File: src/rtl/pulse_evt_scheduler_pkg.sv
// pulse_evt_scheduler_pkg: shared FSM state encoding and timeout counter width
package pulse_evt_scheduler_pkg;
  typedef enum logic [1:0] {IDLE = 2'd0, GRANT = 2'd1, BUSY = 2'd2} state_t;
  localparam int TMO_W = 16;
endpackage

File: src/rtl/pulse_evt_scheduler_if.sv
// pulse_evt_scheduler_if: request/issue bundle between sources, scheduler and shared resource
// master (scheduler): in req_in, sched_en, issue_ready, issue_done, ovf_clr;
//                     out issue_valid, issue_id, busy, pending, ovf, timeout_pulse
// slave: mirror of master
interface pulse_evt_scheduler_if #(
  parameter int NUM_CH = 4,
  parameter int ID_W   = 2
);
  logic [NUM_CH-1:0] req_in;
  logic [NUM_CH-1:0] ovf_clr;
  logic [NUM_CH-1:0] pending;
  logic [NUM_CH-1:0] ovf;
  logic              sched_en;
  logic              issue_ready;
  logic              issue_done;
  logic              issue_valid;
  logic              busy;
  logic              timeout_pulse;
  logic [ID_W-1:0]   issue_id;
  modport master (
    input  req_in, sched_en, issue_ready, issue_done, ovf_clr,
    output issue_valid, issue_id, busy, pending, ovf, timeout_pulse
  );
  modport slave (
    output req_in, sched_en, issue_ready, issue_done, ovf_clr,
    input  issue_valid, issue_id, busy, pending, ovf, timeout_pulse
  );
endinterface

File: src/rtl/pulse_evt_scheduler_rr_pick.sv
// rr_pick: first set pending bit at or after ptr_i, wrapping modulo NUM_CH
// in pending_i, ptr_i; out any_o (some bit set), sel_o (chosen channel)
module rr_pick #(
  parameter int NUM_CH = 4,
  parameter int ID_W   = 2
) (
  input  logic [NUM_CH-1:0] pending_i,
  input  logic [ID_W-1:0]   ptr_i,
  output logic              any_o,
  output logic [ID_W-1:0]   sel_o
);
  logic [NUM_CH-1:0] rot;
  logic [ID_W:0]     sum;
  // Rotate so bit 0 is ptr_i, take the lowest set offset, then map back with wrap.
  always_comb begin
    rot = NUM_CH'({pending_i, pending_i} >> ptr_i);
    sum = '0;
    for (int k = NUM_CH - 1; k >= 0; k--)
      if (rot[k]) sum = {1'b0, ptr_i} + (ID_W+1)'(k);
    any_o = |pending_i;
    sel_o = sum >= (ID_W+1)'(NUM_CH) ? ID_W'(sum - (ID_W+1)'(NUM_CH)) : ID_W'(sum);
  end
endmodule

File: src/rtl/pulse_evt_scheduler.sv
// pulse_evt_scheduler: serializes rising-edge request events onto one shared resource, round-robin
// clk, rst (sync, active-low); bus (master): req_in/ovf_clr/sched_en/issue_ready/issue_done in,
// issue_valid/issue_id/busy/pending/ovf/timeout_pulse out
module pulse_evt_scheduler
  import pulse_evt_scheduler_pkg::*;
#(
  parameter int NUM_CH      = 4,
  parameter int ID_W        = 2,
  parameter int TIMEOUT_CYC = 255
) (
  input logic                 clk,
  input logic                 rst,
  pulse_evt_scheduler_if.master bus
);
  localparam logic [TMO_W-1:0] TMO_LAST = TMO_W'(TIMEOUT_CYC - 1);
  logic [NUM_CH-1:0] s1_q, s2_q, hist_q, edge_q, pending_q, ovf_q;
  logic [NUM_CH-1:0] pending_d, ovf_d, clr;
  logic [ID_W-1:0]   id_q, rr_q, sel;
  logic [TMO_W-1:0]  tmo_q;
  logic              valid_q, tp_q, any, hs;
  state_t            state_q;
  rr_pick #(.NUM_CH(NUM_CH), .ID_W(ID_W)) u_pick (
    .pending_i(pending_q), .ptr_i(rr_q), .any_o(any), .sel_o(sel)
  );
  assign hs        = valid_q & bus.issue_ready;
  assign clr       = {NUM_CH{hs}} & (NUM_CH'(1) << id_q);
  // A new event beats the handshake clear; ovf only when the event is truly lost.
  assign pending_d = edge_q | (pending_q & ~clr);
  assign ovf_d     = (edge_q & pending_q & ~clr) | (ovf_q & ~bus.ovf_clr);
  // Edge is registered so a rise sampled at edge k reaches pending at edge k+3.
  always_ff @(posedge clk) begin
    if (!rst) begin
      s1_q      <= '0;
      s2_q      <= '0;
      hist_q    <= '0;
      edge_q    <= '0;
      pending_q <= '0;
      ovf_q     <= '0;
    end else begin
      s1_q      <= bus.req_in;
      s2_q      <= s1_q;
      hist_q    <= s2_q;
      edge_q    <= s2_q & ~hist_q;
      pending_q <= pending_d;
      ovf_q     <= ovf_d;
    end
  end
  always_ff @(posedge clk) begin
    if (!rst) begin
      state_q <= IDLE;
      id_q    <= '0;
      rr_q    <= '0;
      tmo_q   <= '0;
      valid_q <= 1'b0;
      tp_q    <= 1'b0;
    end else begin
      tp_q <= 1'b0;
      case (state_q)
        IDLE: if (bus.sched_en && any) begin
          id_q    <= sel;
          valid_q <= 1'b1;
          state_q <= GRANT;
        end
        GRANT: if (bus.issue_ready) begin
          valid_q <= 1'b0;
          rr_q    <= id_q == ID_W'(NUM_CH - 1) ? '0 : id_q + 1'b1;
          tmo_q   <= '0;
          state_q <= BUSY;
        end
        BUSY: if (bus.issue_done) state_q <= IDLE;
        else if (tmo_q == TMO_LAST) begin
          tp_q    <= 1'b1;
          state_q <= IDLE;
        end else tmo_q <= tmo_q + TMO_W'(tmo_q != '1);
        default: begin
          state_q <= IDLE;
          valid_q <= 1'b0;
        end
      endcase
    end
  end
  assign bus.issue_valid   = valid_q;
  assign bus.issue_id      = id_q;
  assign bus.busy          = state_q != IDLE;
  assign bus.pending       = pending_q;
  assign bus.ovf           = ovf_q;
  assign bus.timeout_pulse = tp_q;
endmodule

File: src/flat_wrapper.sv
// flat-port wrapper written by rule: the top's interface ports become plain ports
module pulse_evt_scheduler_flat import pulse_evt_scheduler_pkg::*;
#(
  parameter int NUM_CH      = 4,
  parameter int ID_W        = 2,
  parameter int TIMEOUT_CYC = 255
)
  (clk, rst, bus_req_in, bus_sched_en, bus_issue_ready, bus_issue_done, bus_ovf_clr, bus_issue_valid, bus_issue_id, bus_busy, bus_pending, bus_ovf, bus_timeout_pulse);
  pulse_evt_scheduler_if #(.NUM_CH(NUM_CH), .ID_W(ID_W)) bus_i ();
  input logic clk;
  input logic rst;
  input wire logic [$bits(bus_i.req_in)-1:0] bus_req_in;
  input wire logic [$bits(bus_i.sched_en)-1:0] bus_sched_en;
  input wire logic [$bits(bus_i.issue_ready)-1:0] bus_issue_ready;
  input wire logic [$bits(bus_i.issue_done)-1:0] bus_issue_done;
  input wire logic [$bits(bus_i.ovf_clr)-1:0] bus_ovf_clr;
  output wire logic [$bits(bus_i.issue_valid)-1:0] bus_issue_valid;
  output wire logic [$bits(bus_i.issue_id)-1:0] bus_issue_id;
  output wire logic [$bits(bus_i.busy)-1:0] bus_busy;
  output wire logic [$bits(bus_i.pending)-1:0] bus_pending;
  output wire logic [$bits(bus_i.ovf)-1:0] bus_ovf;
  output wire logic [$bits(bus_i.timeout_pulse)-1:0] bus_timeout_pulse;
  assign bus_i.req_in = bus_req_in;
  assign bus_i.sched_en = bus_sched_en;
  assign bus_i.issue_ready = bus_issue_ready;
  assign bus_i.issue_done = bus_issue_done;
  assign bus_i.ovf_clr = bus_ovf_clr;
  assign bus_issue_valid = bus_i.issue_valid;
  assign bus_issue_id = bus_i.issue_id;
  assign bus_busy = bus_i.busy;
  assign bus_pending = bus_i.pending;
  assign bus_ovf = bus_i.ovf;
  assign bus_timeout_pulse = bus_i.timeout_pulse;
  pulse_evt_scheduler #(.NUM_CH(NUM_CH), .ID_W(ID_W), .TIMEOUT_CYC(TIMEOUT_CYC)) u_core (.clk(clk), .rst(rst), .bus(bus_i));
endmodule
File: config.mk
export PLATFORM = sky130hd
export DESIGN_NAME = pulse_evt_scheduler_flat
export DESIGN_NICKNAME = d
export VERILOG_FILES = /design/src/rtl/pulse_evt_scheduler_pkg.sv /design/src/rtl/pulse_evt_scheduler_if.sv /design/src/rtl/pulse_evt_scheduler_rr_pick.sv /design/src/rtl/pulse_evt_scheduler.sv /design/src/flat_wrapper.sv
export SDC_FILE = /design/constraint.sdc
export NUM_CORES = 1
export LEC_CHECK = 0
export ABC_CLOCK_PERIOD_IN_PS = 2400
export CELL_PAD_IN_SITES_DETAIL_PLACEMENT = 1
export CELL_PAD_IN_SITES_GLOBAL_PLACEMENT = 1
export CORE_UTILIZATION = 44
export CTS_BUF_LIST = sky130_fd_sc_hd__clkbuf_2
export DETAILED_ROUTE_END_ITERATION = 10
export PLACE_DENSITY = 0.84
export SLEW_MARGIN = 0
export SYNTH_ARGS = -nofsm -noshare
export SYNTH_HDL_FRONTEND = slang
export SYNTH_SLANG_ARGS = --single-unit
File: constraint.sdc
create_clock -name clk -period 2.4 [get_ports clk]
set_input_delay 0.48 -clock clk [delete_from_list [all_inputs] [get_ports clk]]
set_output_delay 0.48 -clock clk [all_outputs]
set_load 0.005 [all_outputs]
; ---- Word-level counts from Yosys, hierarchy flattened
; Index checks and enable logic that the tools add are counted.
[op_classes]
n_addsub = 6
n_mul = 0
div_mod_pow = 0
magnitude_cmp = 1
eq_ne = 10
n_shift = 2
n_mux = 19
bitwise = 14
n_reduce_logical = 11
[ops]
columns = operator, n
row1 = 2-to-1 mux 16 bit, 3
row2 = case mux 16 bit (2 select lines), 1
row3 = AND 4 bit, 6
row4 = adder 16 x 1 -> 16 bit, 1
row5 = equality test 16 x 8 -> 1 bit (second input constant), 1
row6 = inequality test 16 bit (second input constant), 1
row7 = 2-to-1 mux 2 bit, 6
row8 = 2-to-1 mux 3 bit, 4
row9 = NOT 4 bit, 3
row10 = bitwise OR 4 bit, 2
row11 = right shift 8 x 2 -> 4 bit, 1
row12 = adder 2 x 2 -> 3 bit (second input constant), 2
row13 = inequality test 2 bit (second input constant), 3
row14 = case mux 2 bit (3 select lines), 1
row15 = AND reduction 3 bit, 2
row16 = equality test 2 bit (second input constant), 2
row17 = AND reduction 2 bit, 2
row18 = AND reduction 4 bit, 1
row19 = nonzero test 2 bit, 2
row20 = OR reduction 4 bit, 1
row21 = << shifter 1 x 2 -> 4 bit (first input constant), 1
row22 = adder 2 x 1 -> 3 bit (second input constant), 1
row23 = >= comparator 3 bit (second input constant), 1
row24 = 2-to-1 mux 1 bit, 3
row25 = other kinds (11), 12
[word_totals]
reg_bits = 48
latch_bits = 0
mem_bits_rw = 0
mem_bits_ro = 0
out_inout_bits = 13
elab_cells = 75
mem_count = 0

; ---- Longest topological paths before layout
[logic_depth]
depth_word = 7
depth_mapped = 9

; ---- Cells and area by module
; A second synthesis with hierarchy kept.
[unflattened]
hier_cells = 244
area_unflattened_um2 = 2170.8
[by_module_without_submodules]
columns = module, instances, cells_per_inst, area_each_um2
row1 = pulse_evt_scheduler, 1, 229, 2093.3
row2 = rr_pick, 1, 15, 77.6

; ---- Worst setup path before layout
; No wires, ideal clock.
[synth_path]
path_kind = register to register
from = reg u_core.tmo_q[1]
to = reg u_core.tmo_q[11]
arrival_time_ps = 1837
required_time_ps = 2276
setup_slack_ps = 440
path_stages_with_launch = 10
synth_period_minus_slack_ps = 1960
cell_sequence = dfxtp_1 > nand4_4 > nor4_1 > nand3_1 > ha_1 > nand4bb_1 > clkbuf_1 > nor4_1 > xnor2_1 > nor2_1
[synth_via]
elab_chain_len = 5
elab_cells_between_ends = 8
classes_between = add/sub (1) / eq/ne (3) / mux (3) / reduce/logical (1)
[synth_rtl]
columns = item, line
row1 = start: declaration, pulse_evt_scheduler.sv:19  ; logic [TMO_W-1:0] tmo_q;
row2 = start signal: assignment, pulse_evt_scheduler.sv:74  ; end else tmo_q <= tmo_q + TMO_W'(tmo_q != '1);
row3 = inequality test 16 bit, pulse_evt_scheduler.sv:74
row4 = adder 16 x 1 -> 16 bit, pulse_evt_scheduler.sv:74
row5 = 2-to-1 mux 16 bit, pulse_evt_scheduler.sv:71  ; else if (tmo_q == TMO_LAST) begin
row6 = 2-to-1 mux 16 bit, pulse_evt_scheduler.sv:70  ; BUSY: if (bus.issue_done) state_q <= IDLE;
row7 = case mux 16 bit (2 select lines), pulse_evt_scheduler.sv:58  ; case (state_q)
; Parallel ways exist; a longest one is shown, timed or not. The select of a mux whose other input is x is not followed.
; A chain may end at the register's enable or synchronous reset.

; ---- Worst setup path in the final report
[layout_path]
from = reg u_core.state_q[0]
to = out bus_busy
[layout_via]
elab_chain_len = 1
[layout_rtl]
columns = item, line
row1 = start: declaration, pulse_evt_scheduler.sv:21  ; state_t state_q;
row2 = start signal: assignment, pulse_evt_scheduler.sv:50  ; state_q <= IDLE;
row3 = start signal: assignment, pulse_evt_scheduler.sv:62  ; state_q <= GRANT;
row4 = start signal: assignment, pulse_evt_scheduler.sv:68  ; state_q <= BUSY;
row5 = nonzero test 2 bit, pulse_evt_scheduler.sv:84  ; assign bus.busy = state_q != IDLE;
row6 = end: declaration, flat_wrapper.sv:19  ; output wire logic [$bits(bus_i.busy)-1:0] bus_busy;
; No other way between the ends.

==> summary.txt <==
Detailed routing
  • TritonRoute pass-1 iters: 4
  • Residual DRC: 0
  • Vias: 1766
  • Vias/cell: 5.697
  • Iter 0 DRT Violations: 93
  • Final antenna-violating net count: 0
  • Wirelength per Cell: 16.18 microns
  • Final wirelength: 5.016 mm

Placement
  • PortBufs: 25
  • Place WS: 156.5 ps
  • Placed cells: 302
  • Final RePlAce weighted congestion: 0.8195
  • Detailed Place HPWL: 3.589 mm

CTS
  • Clk root buf: clkbuf_2
  • Post-CTS Resized: 0
  • CTS buffer count: 5
  • Post-CTS setup buffer count: 0
  • H-tree depth: 2
  • Clk Latency, worst-skew pair: 450 ps
  • CTS clock-pin slew for the worst setup and hold paths: 270 ps
  • CTS tree: yes
  • CTS max path bufs: 2
  • Clk sinks: 48
  • Hold buffers post-CTS: 0

GRT
  • Initial antenna violation count: 0
  • Largest net degree at the start of global routing: 25
  • All-layer global routing usage: 21.22%
  • First-pass GRT wire length: 8.349 mm
  • Grt ovf: 0
  • Vias in the first global route: 1714

Worst hold path
  • Hold_sp: u_core.hist_q[2]$_SDFF_PN0_
  • Hold Path Class: flip-flop to flip-flop

Final layout
  • Nets: 276
  • Area delta synth->final: 19.54%
  • Diodes inserted: 0
  • Commonest non-fill, non-tap cell in the layout: dfxtp_1
  • Fillers: 531
  • Share of layout cells above drive strength 1: 6.589%
  • Commonest non-fill, non-tap cells in the layout: dfxtp_1, clkdlybuf4s50_1, nand2_1, a21oi_1, and2_1
  • Layout Cells excl Fill: 310
  • Final core occ: 56.46%

Die
  • IO Pins: 26
  • Rows: 24
  • Core ar.: 4474 sq um
  • Die Ht: 71.30 microns
  • Initial core utilization: 47.23%
  • Die Footprint: 5084 sq um
  • DIE WIDTH: 71.30 microns

Timing
  • Setup Skew: 26.18 ps
  • Worst slew margin: 55.62%
  • WHS: 370.8 ps
  • Final setup margin: 240.8 ps
  • Actual slew at the worst max-slew pin: 664.0 ps
  • RSZ-0062 raised after global routing: no
  • Final worst path period share: 89.97%
  • Tmin final: 2159 ps
  • Pins over their slew limit: 0
  • Setup-failing EPs final: 0
  • Setup TNS: 0 ps
  • Fin. Hold Viols: 0
  • F_max: 0.4631 GHz

Power and ir drop
  • Maximum VDD drop: 0.3957 mV
  • Pwr dens: 587.7 nW/um^2
  • LEAKAGE: 0.8813 nW

Critical path
  • Start of the worst register-to-register path: u_core.tmo_q[1]$_SDFFE_PN0P_
  • Startpoint types: flip-flop
  • Critical Path RT: 1920 ps
  • Critical path endpoint category: primary output
  • Setup CP Type: flip-flop to primary output
  • CP arrival: 1680 ps
  • CP Max Fanout: 12
  • Setup crit start: u_core.state_q[0]$_SDFFE_PN0P_

Synthesis
  • Post-Syn Instances: 230
  • Ys Warns: 0
  • Post-synth EDFFs: 0
  • Distinct cells, synth: 41
  • Netlist Area Pre-Place: 2113 sq um
  • Post-synthesis sequential area ratio: 45.47%
  • Avg Inst Size Synth: 9.188 sq um
  • Yosys reg bits: 48
  • Async S/R FF share, synth: 0%
  • Post-synth net total: 249
  • Prevailing post-synth register cell: dfxtp_1

Outcome
  • Status: complete, no violations

Flow run
  • Max cap viols: 0
[routing by layer]
metal	vias up	track usage (%)	wire length [microns]
met4	0	6.667	65
met2	23	34.50	2362
met1	865	28.22	2455
li1	870	-	-
met3	8	4.641	131
met5	-	0	0
[through the flow]
step	power, W	area [sq um]
after floorplan	0.0008826	2113
after global placement	0.0009279	2426
after detailed placement	0.0009327	2426
after CTS	0.001498	2520
after global routing	0.001541	2526
final	0.001485	2526
[worst max-delay path, cell delays in order (launching register included)]
cell,delay (ps)
dfxtp_1,580
nor2_1,100
inv_1,60
clkdlybuf4s50_1,490
[report_power, final]
part / internal, W / switching, W
clock: 0.000284 / 0.000283
combinational: 0.0000495 / 0.0000404
sequential: 0.000816 / 0.0000120
[Yosys cell counts, types with 2 or more instances]
cell	count	share of area (%)
dfxtp_1	48	45
a21oi_1	19	4.5
nand2_1	19	3.4
and2_1	14	4.1
nor2b_1	12	3.6
inv_1	10	1.8
a21boi_0	8	2.8
clkbuf_1	8	1.4
nor2_1	8	1.4
nand3_1	7	1.7
o21a_1	7	2.5
ha_1	6	3.6
nand2b_1	6	1.8
o21ai_0	6	1.4
or4_1	6	2.1
mux2i_1	5	2.4
a2111o_1	3	1.6
and3_1	3	0.89
nor3_1	3	0.71
nor4_1	3	0.89
o41ai_1	3	1.2
a211oi_1	2	0.71
buf_2	2	0.47
nand4_1	2	0.59
nand4b_1	2	0.83
nand4bb_1	2	1.1
o31ai_1	2	0.71
[state kept, by name (all words and copies together) (netlist names)]
| register | count |
|---|---|
| u_core.tmo_q | 16 |
| u_core.bus.ovf | 4 |
| u_core.bus.pending | 4 |
| u_core.edge_q | 4 |
| u_core.hist_q | 4 |
| u_core.s1_q | 4 |
| u_core.s2_q | 4 |
| u_core.bus.issue_id | 2 |
| u_core.rr_q | 2 |
| u_core.state_q | 2 |
| u_core.bus.issue_valid | 1 |
| u_core.bus.timeout_pulse | 1 |
[final timing paths]
kind / to / slack (ps) / cells after the start
hold / removal: u_core.edge_q[2]$_SDFF_PN0_ / 370 / 1
setup reg to reg: u_core.tmo_q[11]$_SDFFE_PN0P_ / 270 / 8
setup / recovery: bus_busy / 240 / 3
hold reg to reg: u_core.edge_q[2]$_SDFF_PN0_ / 370 / 1
[kinds of logic (layout without fill, tap and decap cells)]
kind of cell,after synthesis,in the layout,share of synthesized area (%)
multiplexers,5,5,2.368
buffers and inverters,20,48,3.671
AO/OA/AOI/OAI,54,54,17.23
AND/OR/NAND/NOR,96,96,27.29
adder cells (fa/ha/maj),6,6,3.552
XOR/XNOR,1,1,0.4145
flip-flops,48,48,45.47
[layout make-up]
| cell class | count | area (sq um) | share of cell area [%] |
|---|---|---|---|
| multi-input cells | 162 | 1081 | 42.79 |
| flip-flops and latches | 48 | 960.9 | 38.04 |
| repair buffers | 30 | 287.8 | 11.39 |
| clock inverters | 3 | 68.82 | 2.724 |
| well taps | 52 | 65.06 | 2.576 |
| inverters | 10 | 37.54 | 1.486 |
| clock buffers | 5 | 25.02 | 0.9906 |
Power figures use the tool's default switching activity.
